**src/rtl/maze_pkg.sv**
```systemverilog
// Shared maze definitions: tile codes, playfield geometry and the dot-eater FSM states.
package maze_pkg;

    localparam int unsigned MAZE_ROWS  = 30;
    localparam int unsigned MAZE_COLS  = 40;
    localparam int unsigned TILE_SHIFT = 4;

    // Tile codes stored in the maze RAM/ROM
    localparam logic [7:0] MOVE_TILE      = 8'h00;
    localparam logic [7:0] TILE_WALL      = 8'h01;
    localparam logic [7:0] TILE_DOT       = 8'h02;
    localparam logic [7:0] TILE_POWER     = 8'h03;
    localparam logic [7:0] WALL_HORIZ     = 8'h04;
    localparam logic [7:0] WALL_VERT      = 8'h05;
    localparam logic [7:0] WALL_CORNER_TL = 8'h06;
    localparam logic [7:0] WALL_CORNER_TR = 8'h07;
    localparam logic [7:0] WALL_CORNER_BL = 8'h08;
    localparam logic [7:0] WALL_CORNER_BR = 8'h09;
    localparam logic [7:0] GHOST_GATE     = 8'h0A;

    typedef enum logic [1:0] {
        StInit,
        StIdle,
        StRead,
        StEval
    } maze_state_e;

    function automatic logic is_edible(input logic [7:0] tile);
        return (tile == TILE_DOT) || (tile == TILE_POWER);
    endfunction

endpackage

```
**src/rtl/tile_addr_calc.sv**
```systemverilog
// Pixel position to maze tile address; shared with the movement block.
module tile_addr_calc #(
    parameter int unsigned ROWS       = 30,
    parameter int unsigned COLS       = 40,
    parameter int unsigned TILE_SHIFT = 4
) (
    input  logic [9:0]  pix_x_i,
    input  logic [9:0]  pix_y_i,
    output logic        in_range_o,
    output logic [10:0] addr_o
);

    logic [9:0] row;
    logic [9:0] col;

    // Tile coordinates, bounds check and row*40+col via shift-and-add
    always_comb begin
        row        = pix_y_i >> TILE_SHIFT;
        col        = pix_x_i >> TILE_SHIFT;
        in_range_o = (32'(row) < ROWS) && (32'(col) < COLS);
        addr_o     = ({1'b0, row} << 5) + ({1'b0, row} << 3) + {1'b0, col};
    end

endmodule

```
**src/rtl/maze_dot_eater.sv**
```systemverilog
// Maze-state writer: copies the ROM into the tile RAM, then eats the tile under Pacman each frame.
// The RAM and ROM sample mem_addr and return data a cycle later; a write lands on the address
// sampled in the previous cycle, which is the fetch address in INIT and the held tile in EVAL.
module maze_dot_eater #(
    parameter int unsigned ROWS         = 30,
    parameter int unsigned COLS         = 40,
    parameter int unsigned TILE_SHIFT   = 4,
    parameter int unsigned DOT_POINTS   = 10,
    parameter int unsigned POWER_POINTS = 50
) (
    input  logic        Clk,
    input  logic        Reset_n,
    input  logic        frame_tick,
    input  logic        restart,
    input  logic        game_over,
    input  logic [9:0]  PacmanX,
    input  logic [9:0]  PacmanY,
    output logic [10:0] mem_addr,
    output logic        mem_we,
    output logic [7:0]  mem_wdata,
    input  logic [7:0]  mem_rdata,
    input  logic [7:0]  rom_rdata,
    output logic [15:0] score,
    output logic [8:0]  dots_left,
    output logic        level_clear,
    output logic        power_pulse,
    output logic        busy
);

    import maze_pkg::*;

    localparam logic [10:0] LastAddr = 11'(ROWS * COLS - 1);

    maze_state_e state_q, state_d;
    logic [10:0] addr_q, addr_d;
    logic        init_wr_q, init_wr_d;     // ROM data for the previous address is valid
    logic        init_last_q, init_last_d; // final INIT cycle: write only, no new fetch
    logic [15:0] score_q, score_d;
    logic [8:0]  dots_q, dots_d;
    logic        level_clear_q, level_clear_d;
    logic        power_pulse_q, power_pulse_d;
    logic [16:0] score_sum;
    logic        tile_in_range;
    logic [10:0] tile_addr;

    tile_addr_calc #(
        .ROWS       (ROWS),
        .COLS       (COLS),
        .TILE_SHIFT (TILE_SHIFT)
    ) u_tile_addr (
        .pix_x_i    (PacmanX),
        .pix_y_i    (PacmanY),
        .in_range_o (tile_in_range),
        .addr_o     (tile_addr)
    );

    // Next-state, counter updates and the combinational RAM write strobe
    always_comb begin
        state_d       = state_q;
        addr_d        = addr_q;
        init_wr_d     = init_wr_q;
        init_last_d   = init_last_q;
        score_d       = score_q;
        dots_d        = dots_q;
        power_pulse_d = 1'b0;
        level_clear_d = level_clear_q | ((state_q != StInit) && (dots_q == '0));
        mem_we        = 1'b0;
        mem_wdata     = MOVE_TILE;
        score_sum     = '0;

        case (state_q)
            StInit: begin
                if (init_wr_q) begin
                    mem_we    = 1'b1;
                    mem_wdata = rom_rdata;
                    if (is_edible(rom_rdata) && (dots_q != '1)) begin
                        dots_d = dots_q + 9'd1;
                    end
                end
                init_wr_d = 1'b1;
                if (init_last_q) begin
                    state_d = StIdle;
                end else if (addr_q == LastAddr) begin
                    init_last_d = 1'b1;
                end else begin
                    addr_d = addr_q + 11'd1;
                end
            end
            StIdle: begin
                if (frame_tick && !game_over && !restart && !level_clear_q && tile_in_range) begin
                    state_d = StRead;
                    addr_d  = tile_addr;
                end
            end
            StRead: begin
                state_d = StEval;
            end
            StEval: begin
                if (is_edible(mem_rdata)) begin
                    mem_we    = 1'b1;
                    mem_wdata = MOVE_TILE;
                    score_sum = {1'b0, score_q} + ((mem_rdata == TILE_POWER) ?
                                17'(POWER_POINTS) : 17'(DOT_POINTS));
                    score_d   = score_sum[16] ? 16'hFFFF : score_sum[15:0];
                    if (dots_q != '0) begin
                        dots_d = dots_q - 9'd1;
                    end
                    power_pulse_d = (mem_rdata == TILE_POWER);
                end
                state_d = StIdle;
            end
            default: begin
                state_d = StInit;
            end
        endcase

        // Restart overrides everything and cancels any access in flight; score survives
        if (restart) begin
            state_d       = StInit;
            addr_d        = '0;
            init_wr_d     = 1'b0;
            init_last_d   = 1'b0;
            score_d       = score_q;
            dots_d        = '0;
            level_clear_d = 1'b0;
            power_pulse_d = 1'b0;
            mem_we        = 1'b0;
            mem_wdata     = MOVE_TILE;
        end
    end

    // State and counter registers
    always_ff @(posedge Clk or negedge Reset_n) begin
        if (!Reset_n) begin
            state_q       <= StInit;
            addr_q        <= '0;
            init_wr_q     <= 1'b0;
            init_last_q   <= 1'b0;
            score_q       <= '0;
            dots_q        <= '0;
            level_clear_q <= 1'b0;
            power_pulse_q <= 1'b0;
        end else begin
            state_q       <= state_d;
            addr_q        <= addr_d;
            init_wr_q     <= init_wr_d;
            init_last_q   <= init_last_d;
            score_q       <= score_d;
            dots_q        <= dots_d;
            level_clear_q <= level_clear_d;
            power_pulse_q <= power_pulse_d;
        end
    end

    assign mem_addr    = addr_q;
    assign score       = score_q;
    assign dots_left   = dots_q;
    assign level_clear = level_clear_q;
    assign power_pulse = power_pulse_q;
    assign busy        = (state_q != StIdle);

endmodule

```
**config.mk**
```make
export PLATFORM = sky130hd
export DESIGN_NAME = maze_dot_eater
export DESIGN_NICKNAME = d
export VERILOG_FILES = /design/src/rtl/maze_pkg.sv /design/src/rtl/tile_addr_calc.sv /design/src/rtl/maze_dot_eater.sv
export SDC_FILE = /design/constraint.sdc
export NUM_CORES = 1
export LEC_CHECK = 0
export ABC_AREA = 1
export CORE_MARGIN = 10
export CORE_UTILIZATION = 53
export DETAILED_ROUTE_END_ITERATION = 10
export HOLD_SLACK_MARGIN = 0.15
export PLACE_DENSITY = 0.9
export SYNTH_ARGS = -nofsm -noshare
export SYNTH_HDL_FRONTEND = slang
export SYNTH_SLANG_ARGS = --single-unit
```
**constraint.sdc**
```tcl
create_clock -name Clk -period 5.1 [get_ports Clk]
set_clock_uncertainty 0.1 [all_clocks]
set_input_delay 0.765 -clock Clk [delete_from_list [all_inputs] [get_ports Clk]]
set_output_delay 0.765 -clock Clk [all_outputs]
set_load 0.02 [all_outputs]
```
==> impl_results.md, run 1 <==
* Final sum of negative setup slack at 0 ns
* CP max FO at 6
* Die Width at 98.7 um
* Deepest level of the CTS H-tree at 2
* Area of the placeable core at 0.00596 mm^2
* Fraction of layout instances using a drive strength above 1 at 5.01%
* Wire length per cell at 14.1 um
* Final wirelength at 8650 um
* Post-Syn Nets at 526
* Clock-pin slew on the worst setup and hold paths at 0.08 ns
* Slowest cell on the critical path: clkdlybuf4s50_1
* Number of input and output port buffers inserted at 80
* Per-cell via count in the routed design at 5.47
* Synthesized flop and latch total at 42
* Leakage power summed over all cells at 1.98 nW
* Worst endpoint data arrival time at 2.67 ns
* Final hold violation count at 0
* Effective utilization at floorplan at 55.1%
* Worst Setup End Kind: output pin
* Final RePlAce weighted congestion at 0.882
* Slew headroom at 38.2%
* Number of global-route vias before repair at 3282
* Yosys cell types at 39
* Chip Height at 98.7 um
* DRC violation total after the first TritonRoute iteration at 189
* Final Power at 0.00171 W
* Cell-by-cell listing of the critical path: clkdlybuf4s50_1, inv_1, nand2_1, nor2_4, and2_1, nand2_1, a21oi_1, clkdlybuf4s50_1
* Largest net degree at the start of global routing at 43
* Cell area after technology mapping at 0.00328 mm^2
* Antenna viol nets, final at 0
* Max Clock Freq at 0.283 GHz
* Worst-Margin Slew at 0.927 ns
* Final Max Slew Viols at 0
* Post-CTS resize count at 0
* Start-to-end type of the worst setup path: in -> out
* Share of synthesized area occupied by flip-flops and latches at 32.0%
* Area enclosed by the die boundary at 0.00975 mm^2
* Run status: finished clean
* # fillers at 494
* Number of clock sinks at 42
* Overall routing resource usage at 17.7%
* Kind of start point of the critical path: primary input
* Net count reported at finish at 605
* Number of hold buffers added after cts at 0
* First-pass detailed-route iteration total at 5
* Post-Syn Area per Cell at 7.16 um^2
* Synthesized netlist cell count at 459
* Number of antenna cells inserted at 0
* Clock network latency to the later pin of the worst-skew pair at 0.30 ns
* Final setup viols at 0
* Most common library cell in the layout ignoring fill and taps: nand2_1
* Setup repair after global routing missed its margin: no
* Remaining routing DRC violations at 0
* Class of the most critical hold timing path: reg -> reg
* Largest vdd supply drop at 329 uV
* Leftover overflow at the end of global routing at 0
* Synthesis warning total at 0
* Postcts setup bufs at 0
* First-pass GRT wire length at 15000 um
* Worst hold margin at 0.371 ns
* Vias post-DR at 3360
* CTS tree: yes
* Antenna violations before repair at 0
* Post-synthesis async set-or-reset flop share at 100%
* Boundary Pins at 89
* Most common flop cell mapped by yosys: dfrtp_1
* Most frequent cells in the layout: 107 x nand2_1, 79 x clkdlybuf4s50_1, 63 x inv_1
* Placement Rows at 28
* Final period utilization at 69.3%
* Clock tree root buffer cell: clkbuf_8
* Number of max-capacitance violations reported at 0
* Clock Tree Buf Depth at 2
* Half-perimeter wire length after placement at 6860 um
* Min cycle time layout at 3.53 ns
* Number of buffers inserted during clock tree synthesis at 5
* Layout Area Growth over Synthesis at 28.6%
* Critical Path RT at 4.24 ns
* Power density cells at 405 mW/mm^2
* CP peak stage delay at 0.65 ns
* Number of enable flip-flop cells after synthesis at 0
-- area by class of cell --
type	instances	area, um^2	share of cell area, %
timing repair buffer	80	796	18.8
clock buffer	6	72.6	1.72
multi-input combinational	343	1930	45.6
tap	75	93.8	2.22
clock inverter	2	37.5	0.888
inverter	66	248	5.86
sequential	42	1050	24.9
-- sequential cells by signal (all words and copies together) (netlist names) --
register     cells
state_q          2
power_pulse      1
score           16
mem_addr        11
dots_left        9
level_clear      1
init_last_q      1
init_wr_q        1
-- per-layer routing --
metal  track usage [%]  part of all wire [%]  vias up  wire length [um]
met5                 0                     0        -                 0
met1              21.0                    44     1580              3820
met3              4.82                   6.0       10               522
met4              4.74                  0.97        0                84
met2              30.7                    49       91              4220
li1                  -                     -     1679                 -
-- Yosys cell counts, types with 2 or more instances --
library cell    n  area [um^2]
nand2_1       107          402
inv_1          63          236
nand3_1        45          225
dfrtp_1        42         1050
nor2_1         35          131
o21ai_0        32          160
ha_1           23          288
a21oi_1        19         95.1
nand4_1        14         87.6
nor3_1         12         60.1
nand2_2         6         37.5
xor2_1          6         52.6
nor4_1          5         31.3
o211ai_1        4         30.0
o21ai_1         4         20.0
xnor2_1         4         35.0
buf_4           3         22.5
fa_1            3         60.1
inv_2           3         11.3
nor2_4          3         33.8
o22ai_1         3         18.8
or2_2           3         18.8
a22oi_1         2         15.0
and2_1          2         12.5
buf_6           2         22.5
-- worst max-delay path, delay by kind of cell --
kind                   cells  cell delay, ns
AO/OA/AOI/OAI              1            0.24
AND/OR/NAND/NOR            4            0.55
buffers and inverters      3            1.10
-- power breakdown --
| part | total, W | leakage, nW | switching [W] | internal [W] |
|---|---|---|---|---|
| Combinational | 0.000912 | 1.39 | 0.000528 | 0.000385 |
| Clock | 0.000263 | 0.0514 | 0.000117 | 0.000146 |
| Sequential | 0.000536 | 0.545 | 0.000119 | 0.000417 |
| Total | 0.00171 | 1.98 | 0.000764 | 0.000948 |
-- through the flow --
step,util [%],worst slack (ns),instance area (um^2),instances
final,70.9,1.57,4230,614
after global routing,70.9,1.45,4230,614
after CTS,70.9,1.59,4230,614
after detailed placement,69.1,1.61,4120,606
after global placement,69.1,1.61,4120,606
after floorplan,-,2.37,3280,459
-- cells by family after synthesis --
family          after synthesis  synth area share, %
flops                        42                 32.0
fa+ha+maj                    26                 10.6
xor+xnor                     10                 2.67
compound gates               70                 11.9
mux                           1                0.305
simple gates                236                 33.2
buf+inv                      74                 9.33
-- path summary, 6_finish.rpt --
check                      cells after the start          from      endpoint  slack (ns)
max                                            8  mem_rdata[4]        mem_we        1.57
min                                            2      score[0]      score[0]        0.37
max reg2reg                                   11    state_q[0]     score[15]        2.27
min reg2reg                                    2      score[0]      score[0]        0.37
max in group asynchronous                      1       Reset_n  dots_left[4]        3.81
min in group asynchronous                      1       Reset_n     score[11]        0.49
(Power assumes the default switching activity.)
==> inputs of run 2 (changes only) <==
- CORE_UTILIZATION: 53 -> 49
- PLACE_DENSITY: 0.9 -> 0.84
- clock period: 5.1 -> 3.5 ns (I/O delays scaled with it)
==> impl_results.md, run 2 (same netlist as run 1, synthesis figures left out) <==
* Final wirelength at 8910 um (was 8650 um)
* Boundary Pins at 89 (unchanged)
* Class of the most critical hold timing path: in -> async (was reg -> reg)
* Setup repair after global routing missed its margin: no (unchanged)
* # fillers at 578 (was 494)
* First-pass detailed-route iteration total at 4 (was 5)
* Per-cell via count in the routed design at 5.41 (was 5.47)
* Number of antenna cells inserted at 0 (unchanged)
* Number of global-route vias before repair at 3268 (was 3282)
* Final hold violation count at 0 (unchanged)
* Wire length per cell at 14.4 um (was 14.1 um)
* First-pass GRT wire length at 15100 um (was 15000 um)
* Area of the placeable core at 0.00642 mm^2 (was 0.00596 mm^2)
* CTS tree: yes (unchanged)
* Kind of start point of the critical path: primary input (unchanged)
* Slew headroom at 37.1% (was 38.2%)
* Register Area at 0.00105 mm^2 (unchanged)
* Number of hold buffers added after cts at 0 (unchanged)
* Clock network latency to the later pin of the worst-skew pair at 0.30 ns (about the same)
* DRC violation total after the first TritonRoute iteration at 169 (was 189)
* Area occupied by multi-input gates at 0.00193 mm^2 (unchanged)
* Most frequent cells in the layout: 107 x nand2_1, 79 x clkdlybuf4s50_1, 63 x inv_1 (unchanged)
* Number of buffers inserted during clock tree synthesis at 5 (unchanged)
* Effective utilization at floorplan at 51.1% (was 55.1%)
* Remaining routing DRC violations at 0 (unchanged)
* Final Power at 0.00250 W (was 0.00171 W)
* Number of clock sinks at 42 (unchanged)
* Worst-Margin Slew at 0.943 ns (was 0.927 ns)
* Worst reg2reg path startpoint: state_q[0] (unchanged)
* Largest net degree at the start of global routing at 43 (unchanged)
* Number of max-capacitance violations reported at 0 (unchanged)
* Largest vdd supply drop at 407 uV (was 329 uV)
* Slowest cell on the critical path: clkdlybuf4s50_1 (unchanged)
* Register-to-Register Path Depth at 10 (was 11)
* Deepest level of the CTS H-tree at 2 (unchanged)
* Number of flip-flops under the largest register name at 16 (unchanged)
* Layout Area Growth over Synthesis at 29.4% (was 28.6%)
* FF-to-FF setup slack at 1.21 ns (was 2.27 ns)
* Post-CTS resize count at 0 (unchanged)
* CP max FO at 6 (unchanged)
* Worst Setup End Kind: output pin (unchanged)
* Final setup viols at 0 (unchanged)
* Clock tree root buffer cell: clkbuf_8 (unchanged)
* Start-to-end type of the worst setup path: in -> out (unchanged)
* Leakage power summed over all cells at 2.01 nW (was 1.98 nW)
* Chip Height at 102 um (was 98.7 um)
* Fraction of layout instances using a drive strength above 1 at 5.72% (was 5.01%)
* Half-perimeter wire length after placement at 7090 um (was 6860 um)
* CP peak stage delay at 0.65 ns (about the same)
* Leftover overflow at the end of global routing at 0 (unchanged)
* Min cycle time layout at 3.05 ns
* Net count reported at finish at 608 (was 605)
* Clock-pin slew on the worst setup and hold paths at 0.08 ns (about the same)
* Placement Rows at 29 (was 28)
* Critical Path RT at 2.87 ns (was 4.24 ns)
* Antenna viol nets, final at 0 (unchanged)
* Run status: finished clean (unchanged)
* Final sum of negative setup slack at 0 ns (unchanged)
* Die Width at 102 um (was 98.7 um)
* Antenna violations before repair at 0 (unchanged)
* Final Max Slew Viols at 0 (unchanged)
* Power density cells at 588 mW/mm^2 (was 405 mW/mm^2)
* Overall routing resource usage at 17.5% (was 17.7%)
* Max Clock Freq at 0.328 GHz
* Clock Tree Buf Depth at 2 (unchanged)
* Postcts setup bufs at 0 (unchanged)
* Final RePlAce weighted congestion at 0.870 (was 0.882)
* Most common library cell in the layout ignoring fill and taps: nand2_1 (unchanged)
* Worst endpoint data arrival time at 2.42 ns (was 2.67 ns)
* Final period utilization at 87.0%
* Capturing point of the worst reg2reg path: dots_left[6] (was score[15])
* Area enclosed by the die boundary at 0.0104 mm^2 (was 0.00975 mm^2)
* Vias post-DR at 3350 (was 3360)
* Cell-by-cell listing of the critical path: clkdlybuf4s50_1, inv_1, nand2_1, nor2_4, and2_1, nand2_1, a21oi_1, clkdlybuf4s50_1 (unchanged)
* Number of input and output port buffers inserted at 80 (unchanged)
[run 2: cell count changes in the layout (fill, tap and decap cells not counted)]
| cell | previous run | this run |
|---|---|---|
| clkinv_2 | 0 | 2 |
| buf_4 | 0 | 3 |
| clkbuf_1 | 1 | 0 |
| clkinvlp_4 | 1 | 0 |
[run 2: layout make-up]
class | instances | area share [%]
multi-input combinational | 343 | 45.3
clock buffer | 5 | 1.62
tap | 77 | 2.27
inverter | 66 | 5.83
sequential | 42 | 24.7
clock inverter | 3 | 0.942
timing repair buffer | 83 | 19.3
[run 2: stage by stage]
stage | setup slack, ns | cell area [um^2] | hold WS, ns | std cells | utilization (%)
after floorplan | 1.01 | 3280 | 0.129 | 459 | -
after global placement | 0.416 | 4140 | 0.348 | 611 | 64.5
after detailed placement | 0.316 | 4140 | 0.361 | 611 | 64.5
after CTS | 0.471 | 4250 | 0.293 | 619 | 66.2
after global routing | 0.329 | 4250 | 0.313 | 619 | 66.2
final | 0.455 | 4250 | 0.261 | 619 | 66.2
[run 2: worst max-delay path, delay by kind of cell]
| family | cells | cell delay, ns |
|---|---|---|
| simple gates | 4 | 0.55 |
| compound gates | 1 | 0.24 |
| buf+inv | 3 | 1.09 |
[run 2: how the worst max path moves through the flow]
stage / startpoint / endpoint / slack, ns / cells after the start
final: mem_rdata[4] / mem_we / 0.45 / 8
after detailed placement: PacmanY[6] / mem_addr[10] / 0.32 / 14
after global routing: mem_rdata[5] / mem_we / 0.33 / 8
after CTS: mem_rdata[4] / mem_we / 0.47 / 8
after global placement: PacmanY[6] / mem_addr[10] / 0.42 / 14
after floorplan: PacmanX[9] / mem_addr[10] / 1.01 / 13
[run 2: power breakdown]
group | internal, W | leakage [nW] | switching [W]
sequential | 0.000608 | 0.545 | 0.000175
combinational | 0.000567 | 1.40 | 0.000764
clock | 0.000210 | 0.0579 | 0.000173
total | 0.00139 | 2.01 | 0.00111
[run 2: metal layers]
| layer | wire length [um] | share of wire, % | GRT usage (%) | vias to the layer above |
|---|---|---|---|---|
| met5 | 0 | 0 | 0 | - |
| met4 | 89 | 1.0 | 4.56 | 0 |
| met3 | 628 | 7.0 | 4.86 | 7 |
| met2 | 4490 | 50 | 30.9 | 77 |
| met1 | 3700 | 42 | 20.3 | 1580 |
| li1 | - | - | - | 1686 |
